<file path="src/rtl/enc_window_sampler.sv">
// Multi-channel x4 quadrature decoder that accumulates signed steps over a programmable window
// and latches them at window end. Define ENC_ERR_EN to add per-channel illegal-transition flags.
module enc_window_sampler #(
    parameter int NCH         = 2,
    parameter int CNT_W       = 8,
    parameter int WIN_W       = 8,
    parameter int SYNC_STAGES = 2
) (
    input  logic                 clk_i,
    input  logic                 rst_i,
    input  logic [WIN_W-1:0]     win_len_i,
    input  logic [NCH-1:0]       enc_a_i,
    input  logic [NCH-1:0]       enc_b_i,
    output logic [NCH*CNT_W-1:0] count_out_o,
    output logic [NCH-1:0]       dir_out_o,
    output logic [NCH-1:0]       ovf_o,
    output logic                 sample_stb_o
`ifdef ENC_ERR_EN
    ,
    output logic [NCH-1:0]       enc_err_o
`endif
);

    localparam logic [CNT_W-1:0] CNT_MAX = {1'b0, {(CNT_W-1){1'b1}}};
    localparam logic [CNT_W-1:0] CNT_MIN = {1'b1, {(CNT_W-1){1'b0}}};
    localparam logic [CNT_W-1:0] CNT_ONE = {{(CNT_W-1){1'b0}}, 1'b1};

    logic [NCH-1:0] sync_a_q [SYNC_STAGES];
    logic [NCH-1:0] sync_b_q [SYNC_STAGES];
    logic [NCH-1:0] prev_a_q, prev_b_q;

    logic [WIN_W-1:0] wcnt_q, wcnt_d, wlen_q, wlen_d, eff_len;
    logic             terminal;

    logic [NCH-1:0][CNT_W-1:0] acc_q, acc_d, acc_sum;
    logic [NCH-1:0][CNT_W-1:0] count_q, count_d;
    logic [NCH-1:0] step_fwd, step_rev, step_ill;
    logic [NCH-1:0] ovf_win_q, ovf_win_d, ovf_sum, ovf_hit;
    logic [NCH-1:0] seen_q, seen_d, seen_sum;
    logic [NCH-1:0] dir_win_q, dir_win_d, dir_sum;
    logic [NCH-1:0] dir_out_q, dir_out_d, ovf_out_q, ovf_out_d;
    logic           stb_q, stb_d;
    logic [NCH-1:0][1:0] cur_idx, prv_idx, idx_diff;

    // Synchroniser and previous-state regs are never reset: they always track the pins,
    // so releasing reset cannot manufacture a step.
    always_ff @(posedge clk_i) begin
        sync_a_q[0] <= enc_a_i;
        sync_b_q[0] <= enc_b_i;
        for (int s = 1; s < SYNC_STAGES; s++) begin
            sync_a_q[s] <= sync_a_q[s-1];
            sync_b_q[s] <= sync_b_q[s-1];
        end
        prev_a_q <= sync_a_q[SYNC_STAGES-1];
        prev_b_q <= sync_b_q[SYNC_STAGES-1];
    end

    // Gray position index {A, A^B}: forward is +1 mod 4, a jump of 2 is illegal.
    always_comb begin
        for (int i = 0; i < NCH; i++) begin
            cur_idx[i]  = {sync_a_q[SYNC_STAGES-1][i],
                           sync_a_q[SYNC_STAGES-1][i] ^ sync_b_q[SYNC_STAGES-1][i]};
            prv_idx[i]  = {prev_a_q[i], prev_a_q[i] ^ prev_b_q[i]};
            idx_diff[i] = cur_idx[i] - prv_idx[i];
            step_fwd[i] = (idx_diff[i] == 2'd1);
            step_rev[i] = (idx_diff[i] == 2'd3);
            step_ill[i] = (idx_diff[i] == 2'd2);
        end
    end

    always_comb begin
        for (int i = 0; i < NCH; i++) begin
            acc_sum[i] = acc_q[i];
            ovf_hit[i] = 1'b0;
            if (step_fwd[i]) begin
                if (acc_q[i] == CNT_MAX) ovf_hit[i] = 1'b1;
                else                     acc_sum[i] = acc_q[i] + CNT_ONE;
            end else if (step_rev[i]) begin
                if (acc_q[i] == CNT_MIN) ovf_hit[i] = 1'b1;
                else                     acc_sum[i] = acc_q[i] - CNT_ONE;
            end
            seen_sum[i] = seen_q[i] | step_fwd[i] | step_rev[i];
            dir_sum[i]  = step_fwd[i] ? 1'b1 : (step_rev[i] ? 1'b0 : dir_win_q[i]);
        end
        ovf_sum = ovf_win_q | ovf_hit;
    end

    // The window length is taken live from win_len_i on the wcnt==0 cycle, so a
    // one-cycle window (win_len=0) terminates every cycle.
    always_comb begin
        eff_len   = (wcnt_q == '0) ? win_len_i : wlen_q;
        terminal  = (wcnt_q == eff_len);
        wlen_d    = (wcnt_q == '0) ? win_len_i : wlen_q;
        wcnt_d    = wcnt_q + 1'b1;
        acc_d     = acc_sum;
        ovf_win_d = ovf_sum;
        seen_d    = seen_sum;
        dir_win_d = dir_sum;
        count_d   = count_q;
        dir_out_d = dir_out_q;
        ovf_out_d = ovf_out_q;
        stb_d     = terminal;
        if (terminal) begin
            wcnt_d    = '0;
            count_d   = acc_sum;
            ovf_out_d = ovf_sum;
            for (int i = 0; i < NCH; i++) begin
                dir_out_d[i] = seen_sum[i] ? dir_sum[i] : dir_out_q[i];
            end
            acc_d     = '0;
            ovf_win_d = '0;
            seen_d    = '0;
            dir_win_d = '0;
        end
    end

    always_ff @(posedge clk_i) begin
        if (rst_i) begin
            wcnt_q    <= '0;
            wlen_q    <= '0;
            acc_q     <= '0;
            ovf_win_q <= '0;
            seen_q    <= '0;
            dir_win_q <= '0;
            count_q   <= '0;
            dir_out_q <= '0;
            ovf_out_q <= '0;
            stb_q     <= 1'b0;
        end else begin
            wcnt_q    <= wcnt_d;
            wlen_q    <= wlen_d;
            acc_q     <= acc_d;
            ovf_win_q <= ovf_win_d;
            seen_q    <= seen_d;
            dir_win_q <= dir_win_d;
            count_q   <= count_d;
            dir_out_q <= dir_out_d;
            ovf_out_q <= ovf_out_d;
            stb_q     <= stb_d;
        end
    end

`ifdef ENC_ERR_EN
    logic [NCH-1:0] err_win_q, err_win_d, err_out_q, err_out_d;

    always_comb begin
        err_win_d = terminal ? '0 : (err_win_q | step_ill);
        err_out_d = terminal ? (err_win_q | step_ill) : err_out_q;
    end

    always_ff @(posedge clk_i) begin
        if (rst_i) begin
            err_win_q <= '0;
            err_out_q <= '0;
        end else begin
            err_win_q <= err_win_d;
            err_out_q <= err_out_d;
        end
    end

    assign enc_err_o = err_out_q;
`endif

    assign count_out_o  = count_q;
    assign dir_out_o    = dir_out_q;
    assign ovf_o        = ovf_out_q;
    assign sample_stb_o = stb_q;

endmodule

</file>
<file path="config.mk">
export PLATFORM = sky130hd
export DESIGN_NAME = enc_window_sampler
export DESIGN_NICKNAME = d
export VERILOG_FILES = /design/src/rtl/enc_window_sampler.sv
export SDC_FILE = /design/constraint.sdc
export NUM_CORES = 1
export LEC_CHECK = 0
export ABC_AREA = 1
export BUFFER_PORTS_ARGS = -buffer_cell sky130_fd_sc_hd__buf_2
export CELL_PAD_IN_SITES_DETAIL_PLACEMENT = 0
export CELL_PAD_IN_SITES_GLOBAL_PLACEMENT = 1
export CORE_ASPECT_RATIO = 0.7
export CORE_UTILIZATION = 45
export CTS_CLUSTER_DIAMETER = 60
export DETAILED_ROUTE_END_ITERATION = 7
export PLACE_DENSITY = 0.85
export RECOVER_POWER = 25
export SYNTH_ARGS = -nofsm -noshare
export SYNTH_HDL_FRONTEND = slang
export SYNTH_SLANG_ARGS = --single-unit
</file>
<file path="constraint.sdc">
create_clock -name clk_i -period 4.5 [get_ports clk_i]
set_input_delay 0.225 -clock clk_i [delete_from_list [all_inputs] [get_ports clk_i]]
set_output_delay 0.225 -clock clk_i [all_outputs]
set_load 0.03 [all_outputs]
</file>
==> results of run 1 <==
[placed cells by master, fill, tap and decap left out]
master	n
nand2_1	117
dfxtp_1	71
inv_1	62
nand3_1	61
nor2_1	43
a21oi_1	29
o21ai_0	23
buf_2	23
xor2_1	19
clkbuf_1	11
nand2_2	10
ha_1	10
clkbuf_16	9
xnor2_1	7
nor3_1	7
nand3b_1	7
inv_2	6
nand4_1	6
a31oi_1	5
clkinv_2	4
dlygate4sd3_1	4
nor2_4	2
nor2_8	2
o21bai_1	2
nor2b_1	2
nand2_4	1
nand3_4	1
nor3_2	1
a211oi_1	1
clkinvlp_4	1
clkbuf_8	1
clkinv_4	1
[per-layer routing]
layer	track usage, %	part of all wire (%)	vias up
met4	7.733	1.3	0
li1	-	-	1690
met3	7.398	6.8	10
met2	30.19	40	75
met5	0	0	-
met1	31.10	52	1457
[layout make-up]
| class | instances | area, um^2 |
|---|---|---|
| clock inverter | 6 | 36.28 |
| clock buffer | 10 | 239.0 |
| inverter | 68 | 255.2 |
| tap | 98 | 122.6 |
| sequential | 71 | 1421 |
| fill | 749 | 3402 |
| timing repair buffer | 38 | 196.4 |
| multi-input combinational | 356 | 1874 |
[path summary, 6_finish.rpt]
check / endpoint / depth (start not counted)
setup / recovery: wcnt_q[1]$_SDFF_PP0_ / 13
hold / removal: wlen_q[3]$_SDFF_PP0_ / 3
hold reg to reg: sync_a_q[0][2]$_DFF_P_ / 0
setup reg to reg: wcnt_q[1]$_SDFF_PP0_ / 13
[power by group]
part	switching (uW)	total (uW)	internal, uW
clock network	263	647	384
registers	75.9	777	701
logic	404	619	215
[flip-flops by register name (all words and copies together) (netlist names)]
name	cells
acc_q	16
count_out_o	16
wcnt_q	8
wlen_q	8
sync_a_q	4
sync_b_q	4
dir_out_o	2
dir_win_q	2
ovf_o	2
ovf_win_q	2
prev_a_q	2
prev_b_q	2
seen_q	2
sample_stb_o	1
[through the flow]
stage	hold slack [ns]	instances	worst slack, ns	power [uW]
after floorplan	0.2527	507	2.547	1268
after CTS	0.1973	647	1.884	2055
after detailed placement	0.3144	627	1.892	1399
final	0.2052	647	1.909	2043
after global placement	0.3121	627	1.962	1398
after global routing	0.2084	647	1.612	2202
[timing repair]
action / CTS / global route
buffers inserted: 0 / 0
hold buffers: 4 / 0
endpoints found under the hold margin: 4 / 0
[critical path, cell delays in order, from the launching register on]
cell and delay (ns):
dfxtp_1 0.33, inv_1 0.09, ha_1 0.17, nand2_1 0.09, nor2_4 0.22, nand2_2 0.23, nand2_1 0.17, nand3_1 0.08
nand2_1 0.08, nand2_2 0.09, nor2_8 0.15, nand2_4 0.16, nand2_2 0.49, nor2_1 0.10
[kinds of logic (layout without fill, tap and decap cells)]
logic type      after synthesis  in the layout  share of synthesized area, %
xor+xnor                     26             26                         6.282
simple gates                260            260                         33.31
fa+ha+maj                    10             10                         3.452
compound gates               60             60                         8.664
flops                        71             71                         39.21
buf+inv                      80            122                         9.078
==> results.sh, run 1 <==
export IMPL_finalHoldViolations=0
export IMPL_worst_setup_path_type="reg -> reg"
export IMPL_cp_startpoint="wcnt_q[0]$_SDFF_PP0_"
export IMPL_clk_latency_ns=0.33
export IMPL_async_reset_ff_share_pct=0
export IMPL_die_h_um=77.09
export IMPL_fin_worst_skew_ns=0.005160
export IMPL_antenna_found_initial=0
export IMPL_fmax_mhz=386.0
export IMPL_grt_pass1_wl_um=14160
export IMPL_drtAntennaViolNets=0
export IMPL_grt_max_degree=31
export IMPL_timing_final_crit_period_ns=2.591
export IMPL_vdd_drop_max_mv=0.2999
export IMPL_power_density_nw_per_um2=493.0
export IMPL_max_slew_margin_rel_pct=50.38
export IMPL_rsz0062_at_grt="no"
export IMPL_synth_area_leaders="dfxtp_1 (39%), nand2_1 (12%), nand3_1 (8.4%)"
export IMPL_syn_num_nets=531
export IMPL_synth_edf_count=0
export IMPL_synth_seq_cells=71
export IMPL_synth_ff_type="dfxtp_1"
export IMPL_fin_crit_sh_pct=57.58
export IMPL_rows=26
export IMPL_clock_path_buffers=2
export IMPL_worst_pin_slew_ns=0.7435
export IMPL_yosysSeqAreaShare_pct=39.21
export IMPL_layout_drive_gt1_share_pct=11.29
export IMPL_rr_startpoint="wcnt_q[0]$_SDFF_PP0_"
export IMPL_synthCells=507
export IMPL_cts_tree="yes"
export IMPL_yosysMostFrequentCell="nand2_1"
export IMPL_min_path_type="in -> reg"
export IMPL_crit_fanout=30
export IMPL_wl_um=8334
export IMPL_synth_top_area_share_pct=39.21
export IMPL_track_usage_pct=21.85
export IMPL_stdcell_area_um2=4145
export IMPL_cp_required_ns=4.69
export IMPL_crit_arrival_ns=2.78
export IMPL_die_w_um=109.3
export IMPL_antenna_cells=0
export IMPL_slew_viol_final=0
export IMPL_cts_root_buf="clkbuf_16"
export IMPL_dpl_hpwl_um=6162
export IMPL_ios=35
export IMPL_clkSinkCount=71
export IMPL_area_growth_synth_to_final_pct=14.36
export IMPL_post_route_drc_count=0
export IMPL_port_buffers=34
export IMPL_start_util_pct=48.03
export IMPL_power_leakage_uw=0.001990
export IMPL_yosysTopAreaCell="dfxtp_1"
export IMPL_dr_pass1_iters=5
export IMPL_gr_total_overflow=0
export IMPL_fin_tns_setup_ns=0
export IMPL_clk_pin_slew_ns=0.05
export IMPL_cp_start_kind="register"
export IMPL_drt_iter0_markers=200
export IMPL_ys_types=29
export IMPL_core_area_um2=7547
export IMPL_regToRegSetupSlack_ns=1.91
export IMPL_fin_util_pct=54.92
export IMPL_globalplace_congestion=0.8895
export IMPL_outcome="finished, final reports clean"
export IMPL_synth_commonest_cells="nand2_1 (117), dfxtp_1 (71), inv_1 (62), nand3_1 (61), nor2_1 (43)"
export IMPL_cap_violations=0
export IMPL_via_count=3232
export IMPL_synth_avg_cell_area_um2=7.149
export IMPL_cts_resized_gates=0
export IMPL_fin_nets=568
export IMPL_dieArea_um2=8424
export IMPL_setup_violations_final=0
export IMPL_synth_warnings=0
export IMPL_hp_start="win_len_i[3]"
export IMPL_grt_pass1_vias=3005
export IMPL_cts_buffers=9
export IMPL_endpoint_kind="register"
export IMPL_avgViaCountPerCell=4.995
export IMPL_htreeDepth=3
export IMPL_dpl_cell_area_um2=3844
export IMPL_netlist_area_um2=3625
export IMPL_wl_per_cell_um=12.88
(Power assumes the default switching activity.)
==> run 2, diff against run 1 <==
CORE_UTILIZATION = 39   (was 45)
PLACE_DENSITY = 0.78   (was 0.85)
clock period = 2.3 ns   (was 4.5 ns; I/O delays follow)
==> run 2 against run 1 <==
Effect of this change:
- fmax up 21%
- sequential power up 94%
- count of clock-buffer cells in the layout unchanged
- total power up 110%
- clock skew up 0.0053 ns
- global-route usage down 2.2 points
- worst setup slack worse by 1.7 ns
- sequential cell count unchanged
==> results.sh, run 2 (same netlist as run 1, synthesis figures left out) <==
export IMPL_power_leakage_uw=0.002124
export IMPL_dr_pass1_iters=6
export IMPL_fin_crit_sh_pct=92.77
export IMPL_globalplace_congestion=0.8467
export IMPL_clk_latency_ns=0.33
export IMPL_gr_total_overflow=0
export IMPL_die_h_um=82.66
export IMPL_regToRegSetupSlack_ns=0.17
export IMPL_finalHoldViolations=0
export IMPL_wl_um=8714
export IMPL_antenna_found_initial=0
export IMPL_outcome="finished, final reports clean"
export IMPL_final_cell_mix="nand2_1 (117), dfxtp_1 (71), inv_1 (62)"
export IMPL_hold_path_endpoint="wlen_q[4]$_SDFF_PP0_"
export IMPL_dieArea_um2=9690
export IMPL_pre_cts_slack_ns=-0.007635
export IMPL_grt_pass1_vias=2958
export IMPL_fin_worst_skew_ns=0.01044
export IMPL_rr_startpoint="wcnt_q[1]$_SDFF_PP0_"
export IMPL_cts_buffers=9
export IMPL_crit_path_frequent_cell="nand2_1"
export IMPL_cp_top_family="simple AND/OR/NAND/NOR gates"
export IMPL_clk_pin_slew_ns=0.06
export IMPL_endpoint_kind="register"
export IMPL_rr_endpoint="acc_q[2]$_SDFF_PP0_"
export IMPL_min_path_type="in -> reg"
export IMPL_rsz0062_at_grt="yes"
export IMPL_crit_arrival_ns=2.34
export IMPL_setup_violations_final=0
export IMPL_antenna_cells=0
export IMPL_start_util_pct=40.12
export IMPL_cap_violations=0
export IMPL_worstHoldPathCells=2
export IMPL_rows=29
export IMPL_crit_fanout=13
export IMPL_fin_nets=589
export IMPL_setup_ws_ns=0.1664
export IMPL_track_usage_pct=19.63
export IMPL_wl_per_cell_um=12.56
export IMPL_cts_tree="yes"
export IMPL_rr_worst_depth=15
export IMPL_cp_slowest_cell="dfxtp_1"
export IMPL_cp_start_kind="register"
export IMPL_clock_path_buffers=2
export IMPL_cts_root_buf="clkbuf_16"
export IMPL_drt_iter0_markers=192
export IMPL_slew_viol_final=0
export IMPL_die_w_um=117.2
export IMPL_mostFrequentLayoutCell="nand2_1"
export IMPL_worst_pin_slew_ns=0.3643
export IMPL_port_buffers=34
export IMPL_post_route_drc_count=0
export IMPL_via_count=3322
export IMPL_grt_pass1_wl_um=14270
export IMPL_path_depth=15
export IMPL_avgViaCountPerCell=4.787
export IMPL_clkSinkCount=71
export IMPL_hp_start="rst_i"
export IMPL_crit_path_max_incr_delay_ns=0.33
export IMPL_worst_setup_path_type="reg -> reg"
export IMPL_area_growth_synth_to_final_pct=22.51
export IMPL_vdd_drop_max_mv=0.3862
export IMPL_num_fill_cells=897
export IMPL_fin_tns_setup_ns=0
export IMPL_max_slew_margin_rel_pct=75.46
export IMPL_htreeDepth=3
export IMPL_core_area_um2=9035
export IMPL_layout_drive_gt1_share_pct=15.61
export IMPL_fmax_mhz=468.7
export IMPL_timing_final_crit_period_ns=2.134
export IMPL_cp_required_ns=2.51
export IMPL_path_buf_inv=3
export IMPL_dpl_hpwl_um=6523
export IMPL_path_cells="inv_1, ha_1, nand2_1, nor2_4, buf_4, nand3b_1, nand2_1, nand2_1, nand2_1, nand2_2, nor2_8, nand2_4, nand2_4, buf_12, a21oi_1"
export IMPL_grt_max_degree=23
export IMPL_drtAntennaViolNets=0
export IMPL_power_density_nw_per_um2=977.0
export IMPL_ios=35
[run 2: changes by cell type in the layout (fill, tap and decap cells not counted), moves of 3 or more]
cell,before,now
buf_4,0,17
clkinv_2,4,1
nor2_1,43,39
nor2_2,0,4
[run 2: final cells by class]
cell class                      instances  area [um^2]  area share, %
Multi-Input combinational cell        357         1909          43.00
Timing Repair Buffer                   58        376.6          8.481
Tap cell                              124        155.1          3.494
Sequential cell                        71         1421          32.01
Clock inverter                          6        92.59          2.085
Inverter                               68        256.5          5.776
Clock buffer                           10        229.0          5.156
[run 2: how the worst max path moves through the flow]
stage                                   endpoint            startpoint
floorplan           count_out_o[12]$_SDFFE_PP0N_  wcnt_q[0]$_SDFF_PP0_
global route        count_out_o[10]$_SDFFE_PP0N_  wcnt_q[1]$_SDFF_PP0_
detailed placement           acc_q[2]$_SDFF_PP0_  wcnt_q[1]$_SDFF_PP0_
CTS                          acc_q[2]$_SDFF_PP0_  wcnt_q[1]$_SDFF_PP0_
finish                       acc_q[2]$_SDFF_PP0_  wcnt_q[1]$_SDFF_PP0_
global placement             acc_q[2]$_SDFF_PP0_  wcnt_q[1]$_SDFF_PP0_
[run 2: layer usage]
| metal | share of wire, % | wire, um | global-route usage [%] | vias up |
|---|---|---|---|---|
| met5 | 0 | 0 | 0 | - |
| met4 | 0.84 | 73 | 5.570 | 0 |
| met3 | 7.6 | 659 | 6.934 | 8 |
| met2 | 39 | 3393 | 26.47 | 82 |
| met1 | 53 | 4588 | 28.71 | 1494 |
| li1 | - | - | - | 1738 |
[run 2: repair_timing]
action / in CTS / in global routing
gates resized for setup: 1 / 9
pin swaps: 0 / 1
setup endpoints to repair: 7 / 44
endpoints found under the hold margin: 4 / 0
hold buffers: 4 / 0
setup buffers: 0 / 6
cloned: 0 / 1
[run 2: power by group]
part	switching [uW]	leakage, uW	internal, uW
Clock	537	0.000149	955
Sequential	139	0.000582	1370
Combinational	832	0.00139	504
[run 2: through the flow]
stage / instances / hold WS (ns) / total power (uW) / cell area [um^2] / util [%]
2_1_floorplan: 507 / 0.1427 / 2481 / 3625 / -
3_3_place_gp: 667 / 0.2200 / 2801 / 4006 / 44.34
3_5_place_dp: 667 / 0.2198 / 2802 / 4006 / 44.34
4_1_cts: 687 / 0.08687 / 4324 / 4373 / 48.40
5_1_grt: 694 / 0.09037 / 4643 / 4441 / 49.15
6_report: 694 / 0.09009 / 4338 / 4441 / 49.15
